===== config.mk =====
export PLATFORM = sky130hd
export DESIGN_NAME = const_div_seq
export DESIGN_NICKNAME = d
export VERILOG_FILES = /design/src/rtl/const_div_pkg.sv /design/src/rtl/const_div_step.sv /design/src/rtl/const_div_seq.sv
export SDC_FILE = /design/constraint.sdc
export NUM_CORES = 1
export LEC_CHECK = 0
export CORE_MARGIN = 5
export CORE_UTILIZATION = 46
export DETAILED_ROUTE_END_ITERATION = 6
export PLACE_DENSITY = 0.8
export SETUP_SLACK_MARGIN = 0.15
export SYNTH_ARGS = -nofsm -noshare
export SYNTH_HDL_FRONTEND = slang
export SYNTH_SLANG_ARGS = --single-unit

===== constraint.sdc =====
create_clock -name clk -period 8.2 [get_ports clk]
set_input_delay 1.64 -clock clk [delete_from_list [all_inputs] [get_ports clk]]
set_output_delay 1.64 -clock clk [all_outputs]
set_load 0.05 [all_outputs]

===== src/rtl/const_div_pkg.sv =====
// Shared types and elaboration helpers for the constant-divisor digit-serial divider.
// Holds the FSM state encoding, the remainder-width rule and the {q, r} step-table builder.
// Everything here is evaluated at elaboration or folded into constant-divisor logic.
package const_div_pkg;

  // Controller states: waiting for a dividend, running the recurrence, holding a result.
  typedef enum logic [1:0] {
    IDLE = 2'd0,
    BUSY = 2'd1,
    DONE = 2'd2
  } state_t;

  // Smallest width that can hold every remainder 0..d-1 (equals $clog2(d) for d >= 2).
  function automatic int rem_width(input int d);
    int w;
    w = 1;
    while ((1 << w) < d) begin
      w = w + 1;
    end
    return w;
  endfunction

  // Entry t of the {q, r} step table for divisor d: q = t / d in the bits above rw,
  // r = t % d in the low rw bits. Evaluating it for every t in 0 .. 2^(rw+k)-1 gives
  // the full table; with d fixed, synthesis reduces it to constant-division logic.
  function automatic logic [31:0] step_entry(input int unsigned t,
                                             input int unsigned d,
                                             input int unsigned rw);
    int unsigned qq;
    int unsigned rr;
    qq = t / d;
    rr = t % d;
    return (qq << rw) | rr;
  endfunction

endpackage


===== src/rtl/const_div_step.sv =====
// One digit of the remainder recurrence: {rem, digit} divided by the constant D.
// Purely combinational, zero latency.
// No handshake; the caller guarantees rem < D, which keeps q within K bits.
module const_div_step
  import const_div_pkg::*;
#(
  parameter int D  = 23,
  parameter int K  = 4,
  parameter int RW = rem_width(D)
) (
  input  logic [RW-1:0] rem,
  input  logic [K-1:0]  digit,
  output logic [K-1:0]  q,
  output logic [RW-1:0] r
);

  localparam int TW = RW + K;

  logic [TW-1:0] t;
  logic [31:0]   ent;

  // Look up the partial dividend in the constant step table and split it into q and r.
  always_comb begin
    t   = {rem, digit};
    ent = step_entry(32'(t), D, RW);
    q   = K'(ent >> RW);
    r   = RW'(ent);
  end

endmodule


===== src/rtl/const_div_seq.sv =====
// Digit-serial unsigned divide of an N-bit dividend by the constant D, K quotient bits per clock.
// Latency: accept edge plus N/K recurrence clocks; out_valid rises after the last step edge.
// Backpressure: result held in DONE until out_ready; in_ready only in IDLE, so no overlap.
module const_div_seq
  import const_div_pkg::*;
#(
  parameter int N  = 64,
  parameter int D  = 23,
  parameter int K  = 4,
  parameter int RW = rem_width(D)
) (
  input  logic          clk,
  input  logic          rst,
  input  logic          in_valid,
  output logic          in_ready,
  input  logic [N-1:0]  in_dividend,
  output logic          out_valid,
  input  logic          out_ready,
  output logic [N-1:0]  out_quot,
  output logic [RW-1:0] out_rem,
  output logic          busy
);

  // Number of recurrence steps and a counter wide enough to reach it.
  localparam int STEPS = N / K;
  localparam int CW    = rem_width(STEPS + 1);

  // Reject configurations the recurrence cannot support.
  if (N % K != 0) begin : g_bad_nk
    $error("const_div_seq: N (%0d) must be a multiple of K (%0d)", N, K);
  end
  if (D < 2) begin : g_bad_dlo
    $error("const_div_seq: D (%0d) must be at least 2", D);
  end
  if (D >= 65536) begin : g_bad_dhi
    $error("const_div_seq: D (%0d) must be below 2^16", D);
  end
  if (K < 1 || K > 8) begin : g_bad_k
    $error("const_div_seq: K (%0d) must be in 1..8", K);
  end

  state_t        state;
  state_t        state_nxt;
  logic          accept;
  logic          step_en;
  logic          last_step;

  // The shift register starts as the dividend; quotient digits enter at the bottom
  // as dividend digits leave at the top, so after STEPS shifts it holds the quotient.
  logic [N-1:0]  shreg;
  logic [RW-1:0] rem;
  logic [CW-1:0] cnt;

  logic [K-1:0]  digit;
  logic [K-1:0]  q_dig;
  logic [RW-1:0] r_nxt;

  assign digit = shreg[N-1 -: K];

  const_div_step #(
    .D  (D),
    .K  (K),
    .RW (RW)
  ) u_step (
    .rem   (rem),
    .digit (digit),
    .q     (q_dig),
    .r     (r_nxt)
  );

  // State register; reset aborts any division in progress.
  always_ff @(posedge clk or posedge rst) begin
    if (rst) begin
      state <= IDLE;
    end else begin
      state <= state_nxt;
    end
  end

  // Next-state and handshake decode; outputs depend on the state register only.
  always_comb begin
    state_nxt = state;
    in_ready  = 1'b0;
    out_valid = 1'b0;
    busy      = 1'b0;
    accept    = 1'b0;
    step_en   = 1'b0;
    last_step = (cnt == CW'(STEPS - 1));
    case (state)
      IDLE: begin
        in_ready = 1'b1;
        if (in_valid) begin
          accept    = 1'b1;
          state_nxt = BUSY;
        end
      end
      BUSY: begin
        busy    = 1'b1;
        step_en = 1'b1;
        if (last_step) begin
          state_nxt = DONE;
        end
      end
      DONE: begin
        out_valid = 1'b1;
        if (out_ready) begin
          state_nxt = IDLE;
        end
      end
      default: begin
        state_nxt = IDLE;
      end
    endcase
  end

  // Datapath: load on accept, then one quotient digit and one remainder update per BUSY clock.
  always_ff @(posedge clk or posedge rst) begin
    if (rst) begin
      shreg <= '0;
      rem   <= '0;
      cnt   <= '0;
    end else if (accept) begin
      shreg <= in_dividend;
      rem   <= '0;
      cnt   <= '0;
    end else if (step_en) begin
      // Shift form (rather than a slice) stays legal when N == K.
      shreg <= (shreg << K) | N'(q_dig);
      rem   <= r_nxt;
      cnt   <= cnt + CW'(1);
    end
  end

  // In DONE the shift register is the quotient and rem the final remainder; both
  // are frozen there because nothing updates them outside accept/step.
  assign out_quot = shreg;
  assign out_rem  = rem;

endmodule


## After elaboration in Yosys (flattened, before gate mapping)

Index checks and enable logic that the tools add are counted.

| word-level totals | value |
|---|---|
| register bits after elaboration | 76 |
| logic and storage cells | 33 |
| bits of input ports | 68 |

| cells by class | value |
|---|---|
| divide/modulo/power cells | 2 |
| multiplexer cells | 15 |
| reduce and logical (&&, ||, !) cells | 3 |
| equality and inequality tests | 6 |
| $add $sub $neg | 1 |
| bitwise operators | 2 |

Operators with widths:

| cell | number |
|---|---|
| 64-bit two-way mux | 2 |
| 64-bit by 4-bit OR with 64-bit output | 1 |
| 9-bit by 5-bit divider with 32-bit output, second input constant | 1 |
| 9-bit by 5-bit modulo with 32-bit output, second input constant | 1 |
| 5-bit two-way mux | 4 |
| 9-bit OR | 1 |
| 2-bit two-way mux | 3 |
| 2-bit inequality test, second input constant | 3 |
| 2-bit case mux with 3 select lines | 1 |
| 5-bit by 1-bit adder with 5-bit output, second input constant | 1 |
| 5-bit by 4-bit equality test with 1-bit output, second input constant | 1 |
| 1-bit two-way mux | 5 |
| 3-bit AND reduction | 1 |
| 2-bit by 1-bit equality test with 1-bit output, second input constant | 1 |
| 2-bit equality test, second input constant | 1 |
| 2-bit zero test | 1 |
| 2-bit nonzero test | 1 |

## Depth between registers and ports, before layout

Gate-level depths: netlist of the first run.

| logic depth | value |
|---|---|
| word-level depth | 5 |
| gate-level depth with buffers | 28 |
| depth with buffers taken out | 26 |

## Modules after synthesis

Synthesis of the first run repeated with hierarchy kept, for this count alone.

| unflattened totals | value |
|---|---|
| cell total of the unflattened synthesis | 514 |
| area, all modules | 4573.1 µm² |

By module, submodules not included:

| module | cells an instance | area each (µm²) | times used | seq. area each (µm²) |
|---|---|---|---|---|
| const_div_seq | 335 | 3255.6 | 1 | 1901.8 |
| const_div_step | 179 | 1317.5 | 1 | 0.0 |

## Worst setup path after synthesis of the first run

Ideal clock, no wire load.

| timing | value |
|---|---|
| kind | flip-flop to flip-flop |
| start point | reg rem[0] (netlist: out_rem[0]) |
| end point | reg rem[3] (netlist: out_rem[3]) |
| cell stages (with the launch flop) | 29 |
| setup time | 0.092 ns |
| arrival time | 6.245 ns |
| slack | 1.863 ns |
| cells stage by stage | dfrtp_1 > buf_4 > nand3_1 > or2b_1 > ha_1 > nand2b_1 > a222oi_1 > a2bb2oi_2 > a32oi_2 > o21ai_0 > nor2_1 > nor2_1 > ha_1 > inv_1 > maj3_1 > a21o_1 > a31oi_1 > a31o_2 > o21ai_2 > and2_4 > buf_6 > xnor2_1 > ha_1 > nand2_1 > a21oi_1 > a311oi_4 > o221ai_4 > and3_1 > o31ai_2 |

| between the ends | value |
|---|---|
| cells in the longest elaborated chain, start to end | 4 |

RTL lines:

| item | line | RTL |
|---|---|---|
| from (decl) | const_div_seq.sv:51 | `logic [RW-1:0] rem;` |
| from (signal assigned) | const_div_seq.sv:129 | `rem <= r_nxt;` |
| 9-bit by 5-bit modulo with 32-bit output | const_div_pkg.sv:32 | `rr = t % d;` |
| 9-bit OR | const_div_pkg.sv:33 | `return (qq << rw) \| rr;` |
| 5-bit two-way mux | const_div_seq.sv:126 | `end else if (step_en) begin` |
| 5-bit two-way mux | const_div_seq.sv:122 | `end else if (accept) begin` |

No other way between the ends. The select of a mux whose other input is x is not followed.
A chain may end at the register's enable or synchronous reset.

## Worst setup path in the final report of the first run

| timing | value |
|---|---|
| start point | reg rem[0] (netlist: out_rem[0]) |
| end point | reg rem[1] (netlist: out_rem[1]) |

Same word-level chain as after synthesis.

==> impl_metrics.csv, run 1 <==
group,metric,value,unit
timing,post-route-period-util,0.8679,
logic_synthesis,yosysWarningCount,0,
logic_synthesis,synth_ff_type,"dfrtp_1",
cells_and_area,areaGrowthSynthToFinish,38.81,%
global_route,grt_usage,0.2230,
logic_synthesis,ys_seq_elements,76,
worst_setup_path,slowest_stage,"a222oi_1",
logic_synthesis,synthXorXnorAreaFrac,0.01447,
logic_synthesis,ys_types,65,
die,start_util,0.4651,
global_route,grt_pass1_wl,20510,um
logic_synthesis,synthAdderAreaFrac,0.02215,
worst_setup_path,cp_max_fo,17,
timing,fmax,0.1405,GHz
logic_synthesis,syn_avg_cell_area,8.753,um^2
die,die_h,106.0,um
cells_and_area,drive_gt1_frac,0.06066,
logic_synthesis,synth_seq_area_share,0.4489,
routing,post_drt_wl_per_cell,17.61,um
global_route,grt_pass1_vias,4187,
global_route,gr-total-overflow,0,
clock_tree,cts_root_buf,"clkbuf_8",
global_route,antenna_found_initial,0,
worst_setup_path,slowest_delay,0.89,ns
clock_tree,cts_resized,0,
outcome,status,"completed",
timing,finalSetupViolations,0,
routing,detail-route-antenna-nets,0,
die,num_io_pins,140,
timing,setup-tns-final,0,ns
timing,tightestPinTransition,0.9905,ns
die,die_x,106.0,um
worst_setup_path,start_kind,"flop",
clock_tree,ctsHoldBuffers,0,
logic_synthesis,synth_cells,484,
cells_and_area,antenna_cells,0,
routing,drt_wl_total,12700,um
routing,drtPass1Iterations,5,
clock_tree,clk_latency,0.35,ns
die,dieArea,11230,um^2
die,fp-row-count,35,
min_path,hold_path_class,"reg2reg",
worst_setup_path,worstPathArrival,7.31,ns
worst_setup_path,r2r_setup_slack,1.08,ns
die,core,9109,um^2
cells_and_area,regArea,1902,um^2
logic_synthesis,synth_top_area_frac,0.4489,
global_route,grt_max_degree,77,
timing,hold_viol,0,
clock_tree,clkSinkCount,76,
routing,num_vias,4162,
worst_setup_path,crit_path_frequent_cell,"ha_1",
clock_tree,cts_tree,"yes",
logic_synthesis,async_flop_share,1.000,
place,dp_hpwl,8921,um
logic_synthesis,synth.area.mux_share,0.01181,
logic_synthesis,synthesis.area,4237,um^2
worst_setup_path,path_class,"reg2reg",
clock_tree,cts_setup_buffers,0,
logic_synthesis,netlist_top_cells_area,"dfrtp_1 45%, nand2_1 12%, a22oi_1 11%",
clock_tree,numCtsBuffers,9,
cells_and_area,fillers,773,
logic_synthesis,synth_top_family_by_area,"compound AO/OA/AOI/OAI gates",
logic_synthesis,yosysTopAreaCell,"dfrtp_1",
timing,rsz0062_at_grt,"no",
routing,drcViolationCount,0,
worst_setup_path,endpoint_kind,"flop",
clock_tree,htree_num_levels,3,
run,cap_viol_max_count,0,
routing,drtIter0Drc,238,
timing,fin_worst_skew,0.009884,ns
cells_and_area,final_nets,678,
cells_and_area,multi_input_area,2163,um^2
timing,slew_violations,0,
place,routabilityCongestion,0.8547,
logic_synthesis,synth_compound_area_frac,0.2537,
logic_synthesis,synth_edf_count,0,
clock_tree,clk_pin_slew_worst_paths,0.08,ns
clock_tree,ctsLongestPathBuffers,2,
routing,viasPerCell,5.773,
logic_synthesis,synth-simple-area-share,0.2064,
logic_synthesis,syn_nets,557,
worst_setup_path,required,8.40,ns
timing,slew_headroom,0.3397,
timing,period_needed,7.117,ns
place,portBuffers,139,
==> cells in the mapped netlist (all sizes together), types with 4 or more instances <==
cell	count
o31ai	5
mux2i	5
and2	5
ha	5
o21ai	23
a21o	4
a21oi	12
dfrtp	76
inv	12
a22oi	62
nand3	17
and3	5
clkbuf	30
nand2	141
xnor2	6
nor2	12
==> registers in the layout, summed over array words and instances, names as in the netlist <==
register and cells:
out_quot 64, cnt 5, out_rem 5, state 2
==> through the flow <==
| step | setup slack [ns] | cell area (um^2) | util | hold slack [ns] | cells |
|---|---|---|---|---|---|
| after floorplan | 1.863 | 4237 | - | 0.4494 | 484 |
| after global placement | 1.649 | 5670 | 0.6225 | 0.4705 | 705 |
| after detailed placement | 1.325 | 5670 | 0.6225 | 0.4795 | 705 |
| after CTS | 1.198 | 5881 | 0.6456 | 0.4904 | 721 |
| after global routing | 0.6654 | 5881 | 0.6456 | 0.5275 | 721 |
| final | 1.083 | 5881 | 0.6456 | 0.4874 | 721 |
==> worst max-delay path, delay by kind of cell (launching register included) <==
family,cells,cell delay (ns)
AOI/OAI and AO/OA,12,3.04
xor gates and xnor gates,1,0.25
adders and majority gates,4,1.36
buffers and inverters,1,0.06
DFF,1,0.56
muxes,1,0.22
and+or+nand+nor,7,1.46
==> layout make-up <==
type                            instances  share of cell area
Clock inverter                          6             0.01234
Clock buffer                           10             0.02340
Tap cell                              111             0.02362
Inverter                               12            0.007660
Sequential cell                        76              0.3234
Timing Repair Buffer                  143              0.2417
Multi-Input combinational cell        363              0.3679
==> cells in the final DEF, fill, tap and decap left out, types with 2 or more instances in the layout <==
cell type,Yosys,final
nand2_1,141,141
clkdlybuf4s50_1,0,139
dfrtp_1,76,76
a22oi_1,62,62
o21ai_0,21,21
nand3_1,17,17
a21oi_1,11,11
nor2_1,12,11
inv_1,12,10
clkbuf_8,0,10
xnor2_1,6,6
mux2i_1,5,5
and3_1,5,5
ha_1,5,5
a21o_1,4,4
buf_4,1,4
o211ai_1,3,3
nor2b_1,3,3
a31oi_1,3,3
o31ai_1,3,3
and2_1,4,3
nor3b_1,3,3
nand4_1,3,3
clkinvlp_4,0,3
nand2b_1,2,2
o2bb2ai_1,2,2
maj3_1,2,2
or3_1,2,2
o21a_1,2,2
nor3_1,2,2
nand3b_1,2,2
a22o_1,2,2
a32oi_1,2,2
o31ai_2,2,2
a211o_1,2,2
inv_2,0,2
==> cells by family (layout without fill, tap and decap cells) <==
logic type                 count (synthesis)  count (layout)
DFF                                       76              76
muxes                                      5               5
adders and majority gates                  8               8
and+or+nand+nor                          202             202
xor gates and xnor gates                   7               7
AOI/OAI and AO/OA                        141             141
buffers and inverters                     45             171
==> worst paths after layout <==
path                       startpoint           end  depth (start not counted)
hold reg to reg                cnt[3]        cnt[3]                          1
min in group asynchronous         rst  out_quot[23]                          3
setup reg to reg           out_rem[0]    out_rem[1]                         26
hold / removal                 cnt[3]        cnt[3]                          1
max in group asynchronous         rst        cnt[4]                          3
setup / recovery           out_rem[0]    out_rem[1]                         26
==> layer usage <==
layer / GRT usage / vias to the layer above / wire [um]
li1: - / 1973 / -
met1: 0.2787 / 2029 / 5207
met3: 0.07529 / 17 / 1041
met5: 0 / - / 0
met4: 0.06846 / 0 / 184
met2: 0.3666 / 143 / 6265
Power of run 1 is not shown: default switching activity piles up to over one toggle a cycle in this logic, so the estimate is an artifact.
==> inputs of run 2 (changes only) <==
- ABC_CLOCK_PERIOD_IN_PS: not set -> 8200
- REMOVE_ABC_BUFFERS: not set -> 1
==> run 2 against run 1 <==
Against the previous run:
- routed wire length fell by 1.5%
- flip-flop and latch count did not move
- via count barely moved
- first-iteration DRC count fell by 8.8%
- sequential share of layout area fell by 0.089 points
- hold slack improved by 0.021 ns
- utilization rose by 0.18 points
- critical path type unchanged
- register-to-register slack improved by 0.12 ns
- global-route usage rose by 0.22 points
- final cell count did not move
- critical path depth did not move
- cell area rose by 0.28%
==> impl_metrics.csv, run 2 (synthesized netlist as in run 1, its figures left out) <==
group,metric,value,unit
outcome,status,"completed",
die,die_x,106.0,um
die,dieArea,11230,um^2
cells_and_area,final_nets,678,
routing,drcViolationCount,0,
routing,viasPerCell,5.777,
timing,finalSetupViolations,0,
cells_and_area,largest_reg_flops,64,
worst_setup_path,required,8.44,ns
routing,drtIter0Drc,217,
timing,post-route-period-util,0.8536,
place,routabilityCongestion,0.9056,
worst_setup_path,worstPathArrival,7.24,ns
global_route,gr-total-overflow,0,
worst_setup_path,endpoint_kind,"flop",
timing,slew_headroom,0.3633,
timing,fmax,0.1429,GHz
cells_and_area,antenna_cells,0,
clock_tree,htree_num_levels,3,
timing,fin_worst_skew,0.008494,ns
cells_and_area,final_cell_mix,"141 x nand2_1, 139 x clkdlybuf4s50_1, 76 x dfrtp_1, 62 x a22oi_1, 21 x o21ai_0",
routing,num_vias,4165,
routing,post_drt_wl_per_cell,17.35,um
clock_tree,clk_latency,0.34,ns
min_path,hold_path_class,"reg2reg",
cells_and_area,areaGrowthSynthToFinish,39.19,%
timing,hold_viol,0,
global_route,grt_max_degree,77,
clock_tree,cts_setup_buffers,0,
routing,drtPass1Iterations,5,
clock_tree,cts_tree,"yes",
global_route,grt_usage,0.2252,
place,portBuffers,139,
worst_setup_path,path_class,"reg2reg",
clock_tree,clk_pin_slew_worst_paths,0.08,ns
cells_and_area,final_common_cell,"nand2_1",
clock_tree,cts_root_buf,"clkbuf_8",
worst_setup_path,start_kind,"flop",
timing,period_needed,7.000,ns
cells_and_area,drive_gt1_frac,0.05902,
timing,tightestPinTransition,0.9550,ns
clock_tree,numCtsBuffers,9,
run,cap_viol_max_count,0,
routing,detail-route-antenna-nets,0,
die,fp-row-count,35,
clock_tree,cts_resized,0,
timing,slew_violations,0,
die,start_util,0.4651,
worst_setup_path,cp_max_fo,17,
timing,rsz0062_at_grt,"no",
die,num_io_pins,140,
timing,setup-tns-final,0,ns
clock_tree,ctsLongestPathBuffers,2,
die,die_h,106.0,um
global_route,grt_pass1_vias,4102,
place,dp_hpwl,8715,um
die,core,9109,um^2
global_route,antenna_found_initial,0,
worst_setup_path,r2r_setup_slack,1.20,ns
cells_and_area,final_util,0.6474,
cells_and_area,fillers,765,
clock_tree,clkSinkCount,76,
routing,drt_wl_total,12510,um
clock_tree,ctsHoldBuffers,0,
global_route,grt_pass1_wl,20550,um
## run 2: cell types whose count changed in the layout (fill, tap and decap cells not counted)
cell / change
clkinvlp_4: -1
inv_8: -1
clkinv_4: -1
clkinv_2: +1
bufinv_16: +1
clkbuf_1: +1
inv_2: -1
inv_6: +1
## run 2: worst paths after layout
path                                   start            to  depth (start not counted)
worst min register to register  out_quot[42]  out_quot[42]                          2
max in group asynchronous                rst    out_rem[0]                          3
worst max register to register    out_rem[0]    out_rem[2]                         26
min in group asynchronous                rst  out_quot[35]                          3
worst min-delay path            out_quot[42]  out_quot[42]                          2
worst max-delay path              out_rem[0]    out_rem[2]                         26
## run 2: cell type report
cell class | instances | area, um^2 | share of cell area
multi-input combinational | 363 | 2163 | 0.3669
sequential | 76 | 1902 | 0.3225
timing repair buffer | 143 | 1421 | 0.2410
clock buffer | 11 | 141.4 | 0.02398
tap | 111 | 138.9 | 0.02355
clock inverter | 5 | 83.83 | 0.01422
inverter | 12 | 46.29 | 0.007851
## run 2: worst max-delay path: stages, from the launching register on
cell	delay [ns]
dfrtp_1	0.57
nand3_1	0.27
or2b_1	0.28
ha_1	0.31
nand2b_1	0.19
a222oi_1	0.87
a2bb2oi_2	0.37
a32oi_2	0.23
o21ai_0	0.29
nor2_1	0.07
nor2_1	0.37
ha_1	0.35
inv_1	0.07
maj3_1	0.35
a21o_1	0.17
a31oi_1	0.15
a31o_2	0.15
o21ai_2	0.10
and2_4	0.22
xnor2_1	0.14
ha_1	0.27
nand2_1	0.09
a21oi_1	0.06
a311oi_4	0.31
o221ai_4	0.22
a211o_1	0.35
o311ai_1	0.09
## run 2: metal layers
layer	track usage	part of all wire
met5	0	0
met4	0.06753	0.012
met3	0.09532	0.11
met2	0.3629	0.47
met1	0.2758	0.41
## run 2: metrics by stage
step	hold slack, ns	setup WS (ns)	std cells	cell area [um^2]
final	0.5088	1.200	721	5897
after global routing	0.5390	0.7306	721	5897
after CTS	0.5116	1.327	721	5897
after detailed placement	0.4922	1.366	705	5672
after global placement	0.4633	1.634	705	5672
after floorplan	0.4494	1.825	451	4101
Power of run 2 is left out for the same reason.
